**src/rtl/mc_pkg.sv**
```systemverilog
// Shared constants for the Lab3 multicycle datapath: opcodes, ALU function
// codes, ALU B operand select encodings and instruction field positions.
package mc_pkg;

    localparam int RF_AW = 5;

    // Instruction opcodes (IR[31:26]); the control FSM also drives these on ALU_Opcode.
    localparam logic [5:0] OP_MOV  = 6'h10;
    localparam logic [5:0] OP_ADD  = 6'h12;
    localparam logic [5:0] OP_SUB  = 6'h13;
    localparam logic [5:0] OP_OR   = 6'h14;
    localparam logic [5:0] OP_AND  = 6'h15;
    localparam logic [5:0] OP_BEQ  = 6'h20;
    localparam logic [5:0] OP_ADDI = 6'h32;
    localparam logic [5:0] OP_SUBI = 6'h33;
    localparam logic [5:0] OP_ORI  = 6'h34;
    localparam logic [5:0] OP_ANDI = 6'h35;
    localparam logic [5:0] OP_LI   = 6'h39;
    localparam logic [5:0] OP_LWI  = 6'h3B;
    localparam logic [5:0] OP_SWI  = 6'h3C;

    // ALU function, taken from the low nibble of ALU_Opcode (BEQ compare is special-cased).
    localparam logic [3:0] ALU_PASS_A = 4'h0;
    localparam logic [3:0] ALU_ADD    = 4'h2;
    localparam logic [3:0] ALU_SUB    = 4'h3;
    localparam logic [3:0] ALU_OR     = 4'h4;
    localparam logic [3:0] ALU_AND    = 4'h5;
    localparam logic [3:0] ALU_PASS_B = 4'h9;
    localparam logic [3:0] ALU_LWI    = 4'hB;
    localparam logic [3:0] ALU_SWI    = 4'hC;

    typedef enum logic [1:0] {
        ALUB_B_REG    = 2'd0,
        ALUB_ONE      = 2'd1,
        ALUB_SEXT_IMM = 2'd2,
        ALUB_ZEXT_IMM = 2'd3
    } alub_sel_e;

    localparam int OP_MSB  = 31;
    localparam int OP_LSB  = 26;
    localparam int RD_MSB  = 25;
    localparam int RD_LSB  = 21;
    localparam int RS_MSB  = 20;
    localparam int RS_LSB  = 16;
    localparam int RT_MSB  = 15;
    localparam int RT_LSB  = 11;
    localparam int IMM_MSB = 15;
    localparam int IMM_LSB = 0;

endpackage

```
**src/rtl/mc_datapath_if.sv**
```systemverilog
// Unified instruction/data memory port of the multicycle datapath.
// The datapath is the master; the memory answers combinationally.
interface mc_datapath_if #(
    parameter int DATA_W     = 32,
    parameter int MEM_ADDR_W = 8
);
    logic [MEM_ADDR_W-1:0] mem_addr;
    logic [DATA_W-1:0]     mem_wdata;
    logic                  mem_we;
    logic [DATA_W-1:0]     mem_rdata;

    modport master (output mem_addr, output mem_wdata, output mem_we, input mem_rdata);
    modport slave  (input mem_addr, input mem_wdata, input mem_we, output mem_rdata);
endinterface

```
**src/rtl/mc_regfile.sv**
```systemverilog
// Register file: two asynchronous read ports, one synchronous write port, sync clear.
// Build option MC_DP_R0_ZERO_EN makes register 0 a hardwired zero.
module mc_regfile
    import mc_pkg::*;
#(
    parameter int DATA_W = 32,
    parameter int NREG   = 32
) (
    input  logic              clk,
    input  logic              reset,
    input  logic [RF_AW-1:0]  raddr_a,
    input  logic [RF_AW-1:0]  raddr_b,
    input  logic              we,
    input  logic [RF_AW-1:0]  waddr,
    input  logic [DATA_W-1:0] wdata,
    output logic [DATA_W-1:0] rdata_a,
    output logic [DATA_W-1:0] rdata_b
);
    logic [NREG-1:0][DATA_W-1:0] regs;
    logic                        wr_ok;

`ifdef MC_DP_R0_ZERO_EN
    assign wr_ok   = we && (waddr != '0);
    assign rdata_a = (raddr_a == '0) ? '0 : regs[raddr_a];
    assign rdata_b = (raddr_b == '0) ? '0 : regs[raddr_b];
`else
    assign wr_ok   = we;
    assign rdata_a = regs[raddr_a];
    assign rdata_b = regs[raddr_b];
`endif

    // Reads see the flop outputs, so a same-cycle write to the read address returns the old value.
    always_ff @(posedge clk) begin
        if (reset) begin
            regs <= '0;
        end else if (wr_ok) begin
            regs[waddr] <= wdata;
        end
    end

endmodule

```
**src/rtl/mc_datapath.sv**
```systemverilog
// Multicycle datapath for the Lab3 processor: PC/IR/MDR/A/B/ALUOut, register file, inline ALU.
// Build option MC_DP_R0_ZERO_EN (in mc_regfile) makes register 0 read as zero.
module mc_datapath
    import mc_pkg::*;
#(
    parameter int DATA_W     = 32,
    parameter int MEM_ADDR_W = 8,
    parameter int NREG       = 32
) (
    input  logic              clk,
    input  logic              reset,
    output logic [5:0]        OP_Code,
    input  logic              MemWrite,
    input  logic              PC_Reg_Write,
    input  logic              PC_Reg_Write_BEQ,
    input  logic              Instruction_Reg_Write,
    input  logic              Memory_Data_Reg_Write,
    input  logic              A_Reg_Write,
    input  logic              B_Reg_Write,
    input  logic              ALU_Op_Reg_Write,
    input  logic              Register_File_Write,
    input  logic              IorD_Mux_Select,
    input  logic              Reg_File_B_Mux_Select,
    input  logic              Write_Data_Mux_Select,
    input  logic              ALU_A_Mux_Select,
    input  logic              PC_Source_Mux_Select,
    input  logic [1:0]        ALU_B_Mux_Select,
    input  logic [5:0]        ALU_Opcode,
    mc_datapath_if.master     bus,
    output logic              zero
);
    logic [MEM_ADDR_W-1:0] pc, pc_next;
    logic [DATA_W-1:0]     ir, mdr, a_reg, b_reg, alu_out;
    logic [DATA_W-1:0]     alu_a, alu_b, alu_res;
    logic [DATA_W-1:0]     rf_rdata_a, rf_rdata_b, rf_wdata;
    logic [DATA_W-1:0]     imm_sext, imm_zext;
    logic [RF_AW-1:0]      rd, rs, rt, rf_raddr_b;
    logic [15:0]           imm;
    logic                  pc_en;

    assign OP_Code = ir[OP_MSB:OP_LSB];
    assign rd      = ir[RD_MSB:RD_LSB];
    assign rs      = ir[RS_MSB:RS_LSB];
    assign rt      = ir[RT_MSB:RT_LSB];
    assign imm     = ir[IMM_MSB:IMM_LSB];

    assign imm_sext   = {{(DATA_W-16){imm[15]}}, imm};
    assign imm_zext   = {{(DATA_W-16){1'b0}}, imm};
    assign rf_raddr_b = Reg_File_B_Mux_Select ? rd : rt;
    assign rf_wdata   = Write_Data_Mux_Select ? mdr : alu_out;

    mc_regfile #(
        .DATA_W (DATA_W),
        .NREG   (NREG)
    ) u_regfile (
        .clk     (clk),
        .reset   (reset),
        .raddr_a (rs),
        .raddr_b (rf_raddr_b),
        .we      (Register_File_Write),
        .waddr   (rd),
        .wdata   (rf_wdata),
        .rdata_a (rf_rdata_a),
        .rdata_b (rf_rdata_b)
    );

    assign alu_a = ALU_A_Mux_Select ? DATA_W'(pc) : a_reg;

    always_comb begin
        alu_b = b_reg;
        case (alub_sel_e'(ALU_B_Mux_Select))
            ALUB_B_REG:    alu_b = b_reg;
            ALUB_ONE:      alu_b = DATA_W'(1);
            ALUB_SEXT_IMM: alu_b = imm_sext;
            ALUB_ZEXT_IMM: alu_b = imm_zext;
        endcase
    end

    // The BEQ compare shares the low nibble with pass-A, so it is matched on the full code first.
    always_comb begin
        alu_res = '0;
        if (ALU_Opcode == OP_BEQ) begin
            alu_res = alu_a - alu_b;
        end else begin
            case (ALU_Opcode[3:0])
                ALU_PASS_A:                 alu_res = alu_a;
                ALU_ADD, ALU_LWI, ALU_SWI:  alu_res = alu_a + alu_b;
                ALU_SUB:                    alu_res = alu_a - alu_b;
                ALU_OR:                     alu_res = alu_a | alu_b;
                ALU_AND:                    alu_res = alu_a & alu_b;
                ALU_PASS_B:                 alu_res = alu_b;
                default:                    alu_res = '0;
            endcase
        end
    end

    assign zero    = (alu_res == '0);
    assign pc_en   = PC_Reg_Write | (PC_Reg_Write_BEQ & zero);
    assign pc_next = PC_Source_Mux_Select ? alu_out[MEM_ADDR_W-1:0] : alu_res[MEM_ADDR_W-1:0];

    assign bus.mem_addr  = IorD_Mux_Select ? alu_out[MEM_ADDR_W-1:0] : pc;
    assign bus.mem_wdata = b_reg;
    assign bus.mem_we    = MemWrite;

    always_ff @(posedge clk) begin
        if (reset) begin
            pc      <= '0;
            ir      <= '0;
            mdr     <= '0;
            a_reg   <= '0;
            b_reg   <= '0;
            alu_out <= '0;
        end else begin
            if (pc_en)                 pc      <= pc_next;
            if (Instruction_Reg_Write) ir      <= bus.mem_rdata;
            if (Memory_Data_Reg_Write) mdr     <= bus.mem_rdata;
            if (A_Reg_Write)           a_reg   <= rf_rdata_a;
            if (B_Reg_Write)           b_reg   <= rf_rdata_b;
            if (ALU_Op_Reg_Write)      alu_out <= alu_res;
        end
    end

endmodule

```
**src/flat_wrapper.sv**
```systemverilog
// flat-port wrapper written by rule: the top's interface ports become plain ports
module mc_datapath_flat import mc_pkg::*;
#(
    parameter int DATA_W     = 32,
    parameter int MEM_ADDR_W = 8,
    parameter int NREG       = 32
)
  (clk, reset, OP_Code, MemWrite, PC_Reg_Write, PC_Reg_Write_BEQ, Instruction_Reg_Write, Memory_Data_Reg_Write, A_Reg_Write, B_Reg_Write, ALU_Op_Reg_Write, Register_File_Write, IorD_Mux_Select, Reg_File_B_Mux_Select, Write_Data_Mux_Select, ALU_A_Mux_Select, PC_Source_Mux_Select, ALU_B_Mux_Select, ALU_Opcode, zero, bus_mem_addr, bus_mem_wdata, bus_mem_we, bus_mem_rdata);
  mc_datapath_if #(.DATA_W(DATA_W), .MEM_ADDR_W(MEM_ADDR_W)) bus_i ();
  input  logic clk;
  input  logic reset;
  output logic [5:0] OP_Code;
  input  logic MemWrite;
  input  logic PC_Reg_Write;
  input  logic PC_Reg_Write_BEQ;
  input  logic Instruction_Reg_Write;
  input  logic Memory_Data_Reg_Write;
  input  logic A_Reg_Write;
  input  logic B_Reg_Write;
  input  logic ALU_Op_Reg_Write;
  input  logic Register_File_Write;
  input  logic IorD_Mux_Select;
  input  logic Reg_File_B_Mux_Select;
  input  logic Write_Data_Mux_Select;
  input  logic ALU_A_Mux_Select;
  input  logic PC_Source_Mux_Select;
  input  logic [1:0] ALU_B_Mux_Select;
  input  logic [5:0] ALU_Opcode;
  output logic zero;
  output wire logic [$bits(bus_i.mem_addr)-1:0] bus_mem_addr;
  output wire logic [$bits(bus_i.mem_wdata)-1:0] bus_mem_wdata;
  output wire logic [$bits(bus_i.mem_we)-1:0] bus_mem_we;
  input wire logic [$bits(bus_i.mem_rdata)-1:0] bus_mem_rdata;
  assign bus_mem_addr = bus_i.mem_addr;
  assign bus_mem_wdata = bus_i.mem_wdata;
  assign bus_mem_we = bus_i.mem_we;
  assign bus_i.mem_rdata = bus_mem_rdata;
  mc_datapath #(.DATA_W(DATA_W), .MEM_ADDR_W(MEM_ADDR_W), .NREG(NREG)) u_core (.clk(clk), .reset(reset), .OP_Code(OP_Code), .MemWrite(MemWrite), .PC_Reg_Write(PC_Reg_Write), .PC_Reg_Write_BEQ(PC_Reg_Write_BEQ), .Instruction_Reg_Write(Instruction_Reg_Write), .Memory_Data_Reg_Write(Memory_Data_Reg_Write), .A_Reg_Write(A_Reg_Write), .B_Reg_Write(B_Reg_Write), .ALU_Op_Reg_Write(ALU_Op_Reg_Write), .Register_File_Write(Register_File_Write), .IorD_Mux_Select(IorD_Mux_Select), .Reg_File_B_Mux_Select(Reg_File_B_Mux_Select), .Write_Data_Mux_Select(Write_Data_Mux_Select), .ALU_A_Mux_Select(ALU_A_Mux_Select), .PC_Source_Mux_Select(PC_Source_Mux_Select), .ALU_B_Mux_Select(ALU_B_Mux_Select), .ALU_Opcode(ALU_Opcode), .bus(bus_i), .zero(zero));
endmodule
```
**config.mk**
```make
export PLATFORM = sky130hd
export DESIGN_NAME = mc_datapath_flat
export DESIGN_NICKNAME = d
export VERILOG_FILES = /design/src/rtl/mc_pkg.sv /design/src/rtl/mc_datapath_if.sv /design/src/rtl/mc_regfile.sv /design/src/rtl/mc_datapath.sv /design/src/flat_wrapper.sv
export SDC_FILE = /design/constraint.sdc
export NUM_CORES = 2
export LEC_CHECK = 0
export CORE_ASPECT_RATIO = 1.1
export CORE_UTILIZATION = 25
export DETAILED_ROUTE_END_ITERATION = 10
export PLACE_DENSITY = 0.42
export SLEW_MARGIN = 20
export SYNTH_ARGS = -nofsm -noshare
export SYNTH_HDL_FRONTEND = slang
export SYNTH_SLANG_ARGS = --single-unit
```
**constraint.sdc**
```tcl
create_clock -name clk -period 7.4 [get_ports clk]
set_input_delay 1.11 -clock clk [delete_from_list [all_inputs] [get_ports clk]]
set_output_delay 1.11 -clock clk [all_outputs]
set_load 0.01 [all_outputs]
```
==> impl_metrics.env <==
export IMPL_syn_inst=6414
export IMPL_std_cell_rows=192
export IMPL_syn_area_per_cell_um2=9.79
export IMPL_yosysUniqueCellTypes=86
export IMPL_max_flop_register="u_core.u_regfile.regs"
export IMPL_avgViaCountPerCell=5.48
export IMPL_synth_compound_gate_area_share=0.184
export IMPL_clock_path_buffers=3
export IMPL_antenna_left=0
export IMPL_cp_arrival_ns=5.82
export IMPL_post_route_min_period_ns=6.93
export IMPL_power_density_nw_per_um2=219
export IMPL_dp_slack_ns=-0.185
export IMPL_overflow=0
export IMPL_tightest_slew_ns=1.16
export IMPL_drv_cap=0
export IMPL_hold_path_depth=2
export IMPL_vias=52600
export IMPL_slew_headroom=0.213
export IMPL_min_path_type="flip-flop to flip-flop"
export IMPL_startpoint="ALU_A_Mux_Select"
export IMPL_finalCritPeriodShare=0.936
export IMPL_r2r_slack_ns=2.08
export IMPL_yosysMostFrequentCell="nor2_1"
export IMPL_nets=6349
export IMPL_maxSlewViolCount=0
export IMPL_hold_viol_final=0
export IMPL_synth_flop_cell="dfxtp_1"
export IMPL_cp_max_fo=7
export IMPL_area_delta_synth_final_pct=16.7
export IMPL_ir_drop_mv=0.209
export IMPL_synth_top_family_by_area="multiplexers"
export IMPL_max_freq_mhz=144
export IMPL_cts_tree="yes"
export IMPL_instances_no_fill=9600
export IMPL_rsz0062_at_grt="false"
export IMPL_synth_seq_cells=1192
export IMPL_drc=0
export IMPL_synth_fp_nets=6567
export IMPL_synth_xor_area_frac=0.00237
export IMPL_dieArea_um2=253000
export IMPL_htreeDepth=4
export IMPL_timing_rr_start="u_core.bus.mem_wdata[0]"
export IMPL_wirelength_um=255000
export IMPL_leakagePower_nw=22.9
export IMPL_cts_root_buffer="clkbuf_16"
export IMPL_hp_start="u_core.a_reg[24]"
export IMPL_regToRegEndpoint="u_core.pc[1]"
export IMPL_setup_viol=0
export IMPL_numPortBuffers=101
export IMPL_die_width_um=480
export IMPL_cp_end_kind="primary output"
export IMPL_io_pins=104
export IMPL_synthMuxAreaShare=0.235
export IMPL_skew_ns=0.0484
export IMPL_core_um2=249000
export IMPL_cp_data_required_time_ns=6.29
export IMPL_clock_sinks=1192
export IMPL_synthArstFlopShare=0
export IMPL_dp_hpwl_um=153000
export IMPL_dr_pass1_iters=6
export IMPL_synth_area_um2=62800
export IMPL_synth_warnings=0
export IMPL_ys_seq_area_frac=0.380
export IMPL_die_y_um=528
export IMPL_total_power_w=0.0160
export IMPL_synth_area_leader_cell="dfxtp_1"
export IMPL_synthSimpleGateAreaFrac=0.129
export IMPL_status="complete, no violations"
export IMPL_numCtsBuffers=141
export IMPL_grt_pass1_wl_um=369000
export IMPL_drt_iter0_markers=5018
export IMPL_synth_edf_count=0
export IMPL_min_delay_worst_endpoint="u_core.a_reg[24]"
export IMPL_first_global_vias=50400
export IMPL_path_clk_slew_ns=0.06
export IMPL_synth_commonest_cells="nor2_1, dfxtp_1, a211oi_1, clkbuf_1, mux4_2"
export IMPL_placed_cells=9333
export IMPL_wl_per_cell_um=26.5
export IMPL_synth_top_area_frac=0.380
export IMPL_crit_type="input port to primary output"
export IMPL_largest_reg_flops=1024
export IMPL_start_util=0.252
export IMPL_reg2reg_depth=20
export IMPL_antenna_found_initial=10
export IMPL_synthAdderAreaFrac=0.0196
export IMPL_synth_area_leaders="dfxtp_1, mux4_2, a211oi_1"
export IMPL_critPathLaunchType="input port"
export IMPL_layout_drive_gt1_share=0.189
export IMPL_insertion_delay_ns=0.82
export IMPL_grt_max_degree=217
export IMPL_fin_ws_ns=0.472
export IMPL_hold_ws_ns=0.488
export IMPL_track_usage=0.196
export IMPL_globalplace_congestion=0.937
area by class of cell:
type,instances,area (um^2)
antenna,1,2.50
clock buffer,207,4150
clock inverter,41,484
fill,25800,176000
inverter,99,372
multi-input combinational,4401,36600
sequential,1192,23900
tap,3298,4130
timing repair buffer,361,3640
cells in the final DEF (no fill, tap or decap), drive strengths merged, types with 17 or more instances in the layout:
cell type      count
nand2            352
nand3             83
o221ai            17
nor2b             18
mux2              24
mux4             576
mux2i            149
dfxtp           1192
ha                95
nor2            1311
clkdlybuf4s50     89
clkbuf           212
nor3              17
buf              266
and3              36
clkinv            23
o21ai             66
a211oi          1130
nor4              24
a31oi             48
a21oi            112
nand2b            60
nand4             17
inv              107
a311oi            38
stage by stage:
step | area, um^2 | TNS, ns | util
after floorplan | 62800 | 0 | -
after global placement | 68000 | -0.578 | 0.273
after detailed placement | 68300 | -0.185 | 0.274
after CTS | 73000 | 0 | 0.293
after global routing | 73300 | 0 | 0.294
final | 73300 | 0 | 0.294
layer usage:
metal	track usage	part of all wire
met1	0.268	0.45
met5	0	0.000079
met2	0.325	0.48
met4	0.0531	0.025
met3	0.0212	0.052
logic make-up after synthesis:
| family | after synthesis |
|---|---|
| multiplexers | 749 |
| AO/OA/AOI/OAI | 1575 |
| buffers and inverters | 821 |
| adder cells (fa/ha/maj) | 97 |
| flip-flops | 1192 |
| AND/OR/NAND/NOR | 1963 |
| XOR/XNOR | 17 |
worst max-delay path, stage by stage:
cell	delay (ns)
clkbuf_4	0.18
mux2_2	0.37
inv_1	0.08
ha_1	0.17
inv_1	0.07
fa_1	0.49
nand2b_1	0.15
a21boi_0	0.13
buf_4	0.17
o211ai_1	0.15
a31oi_1	0.15
a211o_1	0.28
nor4b_2	0.29
buf_4	0.16
nand4_1	0.23
buf_4	0.23
or4b_4	0.56
nor4b_4	0.27
buf_4	0.17
and3_1	0.21
dlymetal6s2s_1	0.18
repair_timing:
| action | 4_1_cts | 5_1_grt |
|---|---|---|
| pin swaps | 1 | 1 |
| buffers inserted | 10 | 0 |
| hold buffers | 0 | 0 |
| setup endpoints to repair | 1 | 1 |
| gates resized for setup | 3 | 19 |
power breakdown:
group          leakage, nW  switching [W]  internal, W
Combinational         11.0        0.00140     0.000829
Sequential            9.65       0.000161      0.00655
Clock                 2.28        0.00296      0.00411
worst max path at each step:
stage          endpoint  cells past startpoint
2_1_floorplan      zero                     16
3_5_place_dp       zero                     19
5_1_grt            zero                     21
4_1_cts            zero                     17
3_3_place_gp       zero                     16
6_report           zero                     21
Note: power is estimated with default switching activity, not from simulation.
